`config.mk`:
```
export PLATFORM = sky130hd
export DESIGN_NAME = seq_pattern_tx
export DESIGN_NICKNAME = d
export VERILOG_FILES = /design/src/rtl/seq_pattern_pkg.sv /design/src/rtl/seq_pattern_tx.sv
export SDC_FILE = /design/constraint.sdc
export NUM_CORES = 1
export LEC_CHECK = 0
export CAP_MARGIN = 15
export CORE_UTILIZATION = 52
export DETAILED_ROUTE_END_ITERATION = 8
export PLACE_DENSITY = 0.77
export SLEW_MARGIN = 20
export SYNTH_ARGS = -nofsm -noshare
export SYNTH_HDL_FRONTEND = slang
export SYNTH_SLANG_ARGS = --single-unit
```
`constraint.sdc`:
```
create_clock -name clk -period 1.99 [get_ports clk]
set_input_delay 0.199 -clock clk [delete_from_list [all_inputs] [get_ports clk]]
set_output_delay 0.199 -clock clk [all_outputs]
set_load 0.01 [all_outputs]
```
`src/rtl/seq_pattern_pkg.sv`:
```
// Shared definitions for the serial pattern transmitter and the benches that observe it.
// State encodings are fixed so detector benches can bin state coverage by value.
package seq_pattern_pkg;

    typedef enum logic [1:0] {
        S_IDLE  = 2'd0,
        S_SHIFT = 2'd1,
        S_GAP   = 2'd2
    } state_e;

    // Gap counter width: enough bits to hold GAP_CYCLES-1, never less than one bit.
    function automatic int gap_cnt_width(input int gap_cycles);
        return (gap_cycles < 2) ? 1 : $clog2(gap_cycles + 1);
    endfunction

endpackage

```
`src/rtl/seq_pattern_tx.sv`:
```
// Serial pattern transmitter: accepts a word via valid/ready, shifts it out MSB-first,
// then forces GAP_CYCLES zero bits so every run of 1s ends before the next frame.
module seq_pattern_tx
    import seq_pattern_pkg::*;
#(
    parameter int WIDTH      = 8,
    parameter int GAP_CYCLES = 2
) (
    input  logic             clk,
    input  logic             reset,
    input  logic             load_valid,
    output logic             load_ready,
    input  logic [WIDTH-1:0] load_data,
    output logic             out,
    output logic             out_valid,
    output logic             busy,
    output logic             done
);

    localparam int BW = $clog2(WIDTH);
    localparam int GW = gap_cnt_width(GAP_CYCLES);
    localparam logic [BW-1:0] BIT_LAST = BW'(WIDTH - 1);
    localparam logic [GW-1:0] GAP_LAST = (GAP_CYCLES > 0) ? GW'(GAP_CYCLES - 1) : {GW{1'b0}};
    localparam bit            HAS_GAP  = (GAP_CYCLES > 0);

    state_e           state_r, state_s;
    logic [WIDTH-1:0] shreg_r, shreg_s;
    logic [BW-1:0]    bitcnt_r, bitcnt_s;
    logic [GW-1:0]    gapcnt_r, gapcnt_s;
    logic             done_s;
    logic             out_s;
    logic             out_valid_s;
    logic             busy_s;
    logic             load_ready_s;
    logic             transfer_s;

    assign transfer_s = load_valid & load_ready;

    // Next-state, datapath and output decode; outputs are taken from the next state so
    // they can be registered without adding a cycle of latency.
    always_comb begin
        state_s  = state_r;
        shreg_s  = shreg_r;
        bitcnt_s = bitcnt_r;
        gapcnt_s = gapcnt_r;
        done_s   = 1'b0;
        case (state_r)
            S_IDLE: begin
                if (transfer_s) begin
                    state_s  = S_SHIFT;
                    shreg_s  = load_data;
                    bitcnt_s = BIT_LAST;
                end else begin
                    state_s  = S_IDLE;
                end
            end
            S_SHIFT: begin
                shreg_s = shreg_r << 1;
                if (bitcnt_r != {BW{1'b0}}) begin
                    bitcnt_s = bitcnt_r - BW'(1);
                end else if (HAS_GAP) begin
                    state_s  = S_GAP;
                    gapcnt_s = GAP_LAST;
                end else begin
                    // No gap: the frame is complete now and a new word may chain in.
                    done_s = 1'b1;
                    if (transfer_s) begin
                        state_s  = S_SHIFT;
                        shreg_s  = load_data;
                        bitcnt_s = BIT_LAST;
                    end else begin
                        state_s  = S_IDLE;
                    end
                end
            end
            S_GAP: begin
                if (gapcnt_r != {GW{1'b0}}) begin
                    gapcnt_s = gapcnt_r - GW'(1);
                end else begin
                    state_s = S_IDLE;
                    done_s  = 1'b1;
                end
            end
            default: begin
                state_s  = S_IDLE;
                shreg_s  = {WIDTH{1'b0}};
                bitcnt_s = {BW{1'b0}};
                gapcnt_s = {GW{1'b0}};
            end
        endcase

        out_valid_s  = (state_s == S_SHIFT);
        out_s        = shreg_s[WIDTH-1] & out_valid_s;
        busy_s       = (state_s != S_IDLE);
        load_ready_s = (state_s == S_IDLE) |
                       ((state_s == S_SHIFT) & (bitcnt_s == {BW{1'b0}}) & !HAS_GAP);
    end

    // State, datapath and registered outputs; reset aborts any frame in flight.
    always_ff @(posedge clk or negedge reset) begin
        if (!reset) begin
            state_r    <= S_IDLE;
            shreg_r    <= {WIDTH{1'b0}};
            bitcnt_r   <= {BW{1'b0}};
            gapcnt_r   <= {GW{1'b0}};
            out        <= 1'b0;
            out_valid  <= 1'b0;
            busy       <= 1'b0;
            done       <= 1'b0;
            load_ready <= 1'b1;
        end else begin
            state_r    <= state_s;
            shreg_r    <= shreg_s;
            bitcnt_r   <= bitcnt_s;
            gapcnt_r   <= gapcnt_s;
            out        <= out_s;
            out_valid  <= out_valid_s;
            busy       <= busy_s;
            done       <= done_s;
            load_ready <= load_ready_s;
        end
    end

endmodule
```
Yosys cells after proc, flatten, opt, wreduce, memory -nomap -nowiden
Cells that the tools add are included.
{"block": "op_classes", "n_shift": 0, "eq_ne": 7, "add_sub_neg": 2, "mul": 0, "n_div": 0, "n_mux": 14, "reduce_logical": 8, "bitwise": 4, "n_lt_le_gt_ge": 0}
{"cell": "8-bit case mux with 3 select lines", "n": 1}
{"cell": "2-bit case mux with 3 select lines", "n": 2}
{"cell": "3-bit case mux with 3 select lines", "n": 1}
{"cell": "2-bit two-way mux", "n": 4}
{"cell": "8-bit two-way mux", "n": 1}
{"cell": "2-bit inequality test (second input constant)", "n": 4}
{"cell": "3-bit two-way mux", "n": 2}
{"cell": "3-bit AND reduction", "n": 2}
{"cell": "2-bit by 1-bit equality test with 1-bit output (second input constant)", "n": 2}
{"cell": "2-bit logical NOT", "n": 2}
{"cell": "2-bit nonzero test", "n": 2}
{"cell": "1-bit two-way mux", "n": 3}
{"cell": "3-bit nonzero test", "n": 1}
{"cell": "3-bit by 1-bit subtractor with 3-bit output (second input constant)", "n": 1}
{"cell": "1-bit bitwise AND", "n": 2}
{"cell": "2-bit equality test (second input constant)", "n": 1}
{"cell": "1-bit NOT", "n": 2}
{"cell": "2-bit AND reduction", "n": 1}
{"cell": "2-bit by 1-bit subtractor with 2-bit output (second input constant)", "n": 1}
{"block": "totals", "ram_bits": 0, "romBits": 0, "memories": 0, "reg_bits": 20, "wordCells": 45, "latchBits": 0}

Depth between registers and ports, before layout
{"block": "logic_depth", "depth_word": 5, "depth_mapped": 7, "depth_no_buf": 5}

Worst setup path before layout
OpenSTA, ideal clock, no wires.
{"block": "synth_timing", "kind": "register to register", "from": "register state_r[0]", "to": "register shreg_r[1]", "slack_ns": 0.400, "required_time_ns": 1.869, "setup_ns": 0.121, "path_buffers": 2, "t_arrival_ns": 1.469, "stages_incl_launch_ff": 8, "synth_period_minus_slack_ns": 1.590, "path_cell_list": "dfrtp_1 -> inv_1 -> ha_1 -> buf_6 -> a21boi_4 -> or2_1 -> buf_6 -> a22o_1"}
{"block": "synth_between", "elab_chain_cells": 3}
{"item": "start, declared", "line": "seq_pattern_tx.sv:26", "text": "state_e state_r, state_s;"}
{"item": "start signal, assigned", "line": "seq_pattern_tx.sv:112", "text": "state_r <= state_s;"}
{"item": "2-bit logical NOT / 2-bit equality test (equally long branches)", "line": "seq_pattern_tx.sv:47", "text": "case (state_r)"}
{"item": "2-bit inequality test (no line) / 1-bit NOT (equally long branches)"}
{"item": "2-bit AND reduction (no line)"}
{"item": "end signal, assigned", "line": "seq_pattern_tx.sv:103", "text": "shreg_r <= {WIDTH{1'b0}};"}
{"item": "end signal, assigned", "line": "seq_pattern_tx.sv:113", "text": "shreg_r <= shreg_s;"}
{"item": "end, declared", "line": "seq_pattern_tx.sv:27", "text": "logic [WIDTH-1:0] shreg_r, shreg_s;"}
Several ways; a longest one is shown, not always the timed one.
A chain may end at the register's enable or synchronous reset.

Worst setup path after layout
{"block": "layout_timing", "from": "register state_r[0]", "to": "register out"}
{"block": "layout_between", "elab_chain_cells": 4}
{"item": "2-bit equality test, or another cell as far along", "line": "seq_pattern_tx.sv:47"}
{"item": "2-bit case mux with 3 select lines", "line": "seq_pattern_tx.sv:47"}
{"item": "2-bit by 1-bit equality test with 1-bit output"}
{"item": "1-bit bitwise AND (*)", "line": "seq_pattern_tx.sv:93", "text": "out_s = shreg_s[WIDTH-1] & out_valid_s;"}
{"item": "net out_s", "line": "seq_pattern_tx.sv:31", "text": "logic out_s;"}
{"item": "end signal, assigned", "line": "seq_pattern_tx.sv:116", "text": "out <= out_s;"}
{"item": "end, declared", "line": "seq_pattern_tx.sv:14", "text": "output logic out,"}
Mark *: on every way through the listed nets, which the timed path passes. The rest lies on a longest branch.

==> results_dict.tcl <==
set metrics [dict create \
    maxSlewHeadroom 0.646 \
    io_buffers 15 \
    fin_crit_sh 0.934 \
    critPathTopFamily "flip-flops" \
    cts_buffer_depth 2 \
    synth_nets 113 \
    synth_top_family_by_area "compound AO/OA/AOI/OAI gates" \
    track_usage 0.201 \
    fin_area_mm2 0.00129 \
    status "complete, no violations" \
    post_cts_resized 0 \
    dieHeight_um 48.0 \
    clock-sinks 20 \
    grt_use_met1 0.260 \
    diodes 0 \
    fin_crit_ns 1.86 \
    p_per_area_mw_per_mm2 1340 \
    cap_viol_max_count 0 \
    grt_start_max_net_pins 16 \
    synth_cell_type_count 37 \
    worst_r2r_path_depth 5 \
    end_kind "flip-flop" \
    max_stage_delay_ns 0.46 \
    netlist_area_mm2 0.00110 \
    routabilityCongestion 0.861 \
    gr-max-usage-layer "met2" \
    ant_nets 0 \
    synth-simple-area-share 0.121 \
    cp_slowest_cell "dfrtp_1" \
    drv_slew 0 \
    peakVddDrop_v 0.000654 \
    grt_overflow 0 \
    final_common_cell "dfrtp_1" \
    ios 16 \
    area_delta_synth_final_pct 17.3 \
    p_leak_nw 0.603 \
    vias_per_cell 6.07 \
    drc 0 \
    path_class "reg -> reg" \
    yosysSeqAreaShare 0.455 \
    synthCells 95 \
    clkLatencyLatePin_ns 0.31 \
    path_cells "inv_1 -> ha_1 -> and3_1 -> a22oi_1 -> a221oi_2" \
    rows 16 \
    drtIter0Drc 13 \
    synth_edf_count 0 \
    synthAdderAreaFrac 0.0795 \
    setup_violations 0 \
    yosys-mux-area-fraction 0.0182 \
    hpwl_um 1550 \
    startpoint_type "flip-flop" \
    min_path_type "in -> async" \
    placed_cell_area_mm2 0.00125 \
    met2_usage 0.338 \
    clk_pin_slew_ns 0.12 \
    crit_buf_inv 1 \
    grt_pass1_wl_um 3190 \
    hold_viol_final 0 \
    worst-path-stages 5 \
    clock.fmax_ghz 0.538 \
    mostFrequentLayoutCells "dfrtp_1, clkdlybuf4s50_1, a22o_1" \
    ys_ff_latch 20 \
    synthXorXnorAreaFrac 0 \
    worstPathRequired_ns 2.22 \
    antenna_found_initial 0 \
    wire_per_inst_um 15.7 \
    drt-pass1-iter-count 4 \
    use_met3 0.0340 \
    tns_ns 0 \
    drive_above_1_share 0.136 \
    synthFlopType "dfrtp_1" \
    yosysWarnings 0 \
    dr_total_vias 832 \
    post_cts_buffers 0 \
    clockRootBuffer "clkbuf_4" \
    synth_compound_area_frac 0.257 \
    rsz0062_at_grt "no" \
    num-nets-final 129 \
    cp_max_fo 9 \
    die_area_mm2 0.00231 \
    coreArea_mm2 0.00198 \
    htreeDepth 1 \
    avgSynthCellArea_um2 11.6 \
    cts_buffers 3 \
    clock_skew_ns 0.000952 \
    holdBufCountCts 0 \
    crit_arrival_ns 2.08 \
    postSynth.asyncResetShare 1.00 \
    cts_tree "yes" \
    die_x_um 48.0 \
    initial_utilization 0.556 \
    wl_um 2150 \
    grt_pass1_vias 737 \
    tightest_slew_ns 0.531 \
]
stage by stage:
stage / total power [mW] / setup WS, ns / hold slack, ns / instances / util
finish: 1.73 / 0.132 / 0.188 / 137 / 0.652
CTS: 1.72 / 0.0599 / 0.202 / 137 / 0.650
floorplan: 1.30 / 0.400 / -0.0966 / 95 / -
global placement: 1.45 / 0.195 / 0.476 / 133 / 0.631
global route: 1.85 / 0.0602 / 0.204 / 137 / 0.652
detailed placement: 1.49 / 0.0958 / 0.482 / 133 / 0.631
area by class of cell:
cell class,instances,area (um2)
fill,145,689
tap,27,33.8
timing repair buffer,16,158
sequential,20,502
multi-input combinational,61,529
clock buffer,4,36.3
inverter,9,33.8
worst reg2reg max path, delay by kind of cell, from the launching register on:
kind | cells | cell delay, ns
AOI/OAI and AO/OA | 2 | 0.43
adders and majority gates | 1 | 0.37
buffers and inverters | 1 | 0.12
DFF | 1 | 0.46
and+or+nand+nor | 1 | 0.40
synthesized netlist by cell type, drive strengths merged, types with 3 or more instances:
cell	n	share of area
nor2b	3	0.017
a21oi	5	0.023
buf	5	0.039
inv	9	0.031
a22o	12	0.095
ha	7	0.079
nor3	3	0.018
dfrtp	19	0.43
cells by family (layout without fill, tap and decap cells):
kind of cell | count (synthesis) | count (layout)
simple gates | 19 | 19
fa+ha+maj | 7 | 7
flops | 20 | 20
mux | 2 | 2
compound gates | 33 | 33
buf+inv | 14 | 29
state kept, by name (all words and copies together) (netlist names):
name	flops
bitcnt_r	3
busy	1
done	1
gapcnt_r	2
load_ready	1
out	1
out_valid	1
shreg_r	8
state_r	2
where the power goes:
group	total, mW	internal, mW	switching [mW]
combinational	0.825	0.408	0.417
sequential	0.662	0.563	0.0990
clock	0.245	0.112	0.133
layer usage:
layer	wire length, um	up-vias	share of wire
met3	71	4	0.033
met1	963	414	0.45
met4	25	0	0.012
met2	1090	30	0.51
li1	-	384	-
met5	0	-	0
worst paths after layout:
| path | slack [ns] | start | endpoint |
|---|---|---|---|
| setup / recovery | 0.13 | state_r[0]$_DFF_PN0_ | out$_DFF_PN0_ |
| hold / removal | 0.19 | reset | bitcnt_r[2]$_DFFE_PN0P_ |
| setup reg to reg | 0.13 | state_r[0]$_DFF_PN0_ | out$_DFF_PN0_ |
| hold reg to reg | 0.51 | bitcnt_r[1]$_DFFE_PN0P_ | bitcnt_r[1]$_DFFE_PN0P_ |
| max in group asynchronous | 1.20 | reset | load_ready$_DFF_PN1_ |
| min in group clk | 0.51 | bitcnt_r[1]$_DFFE_PN0P_ | bitcnt_r[1]$_DFFE_PN0P_ |
Power figures use the tool's default switching activity.
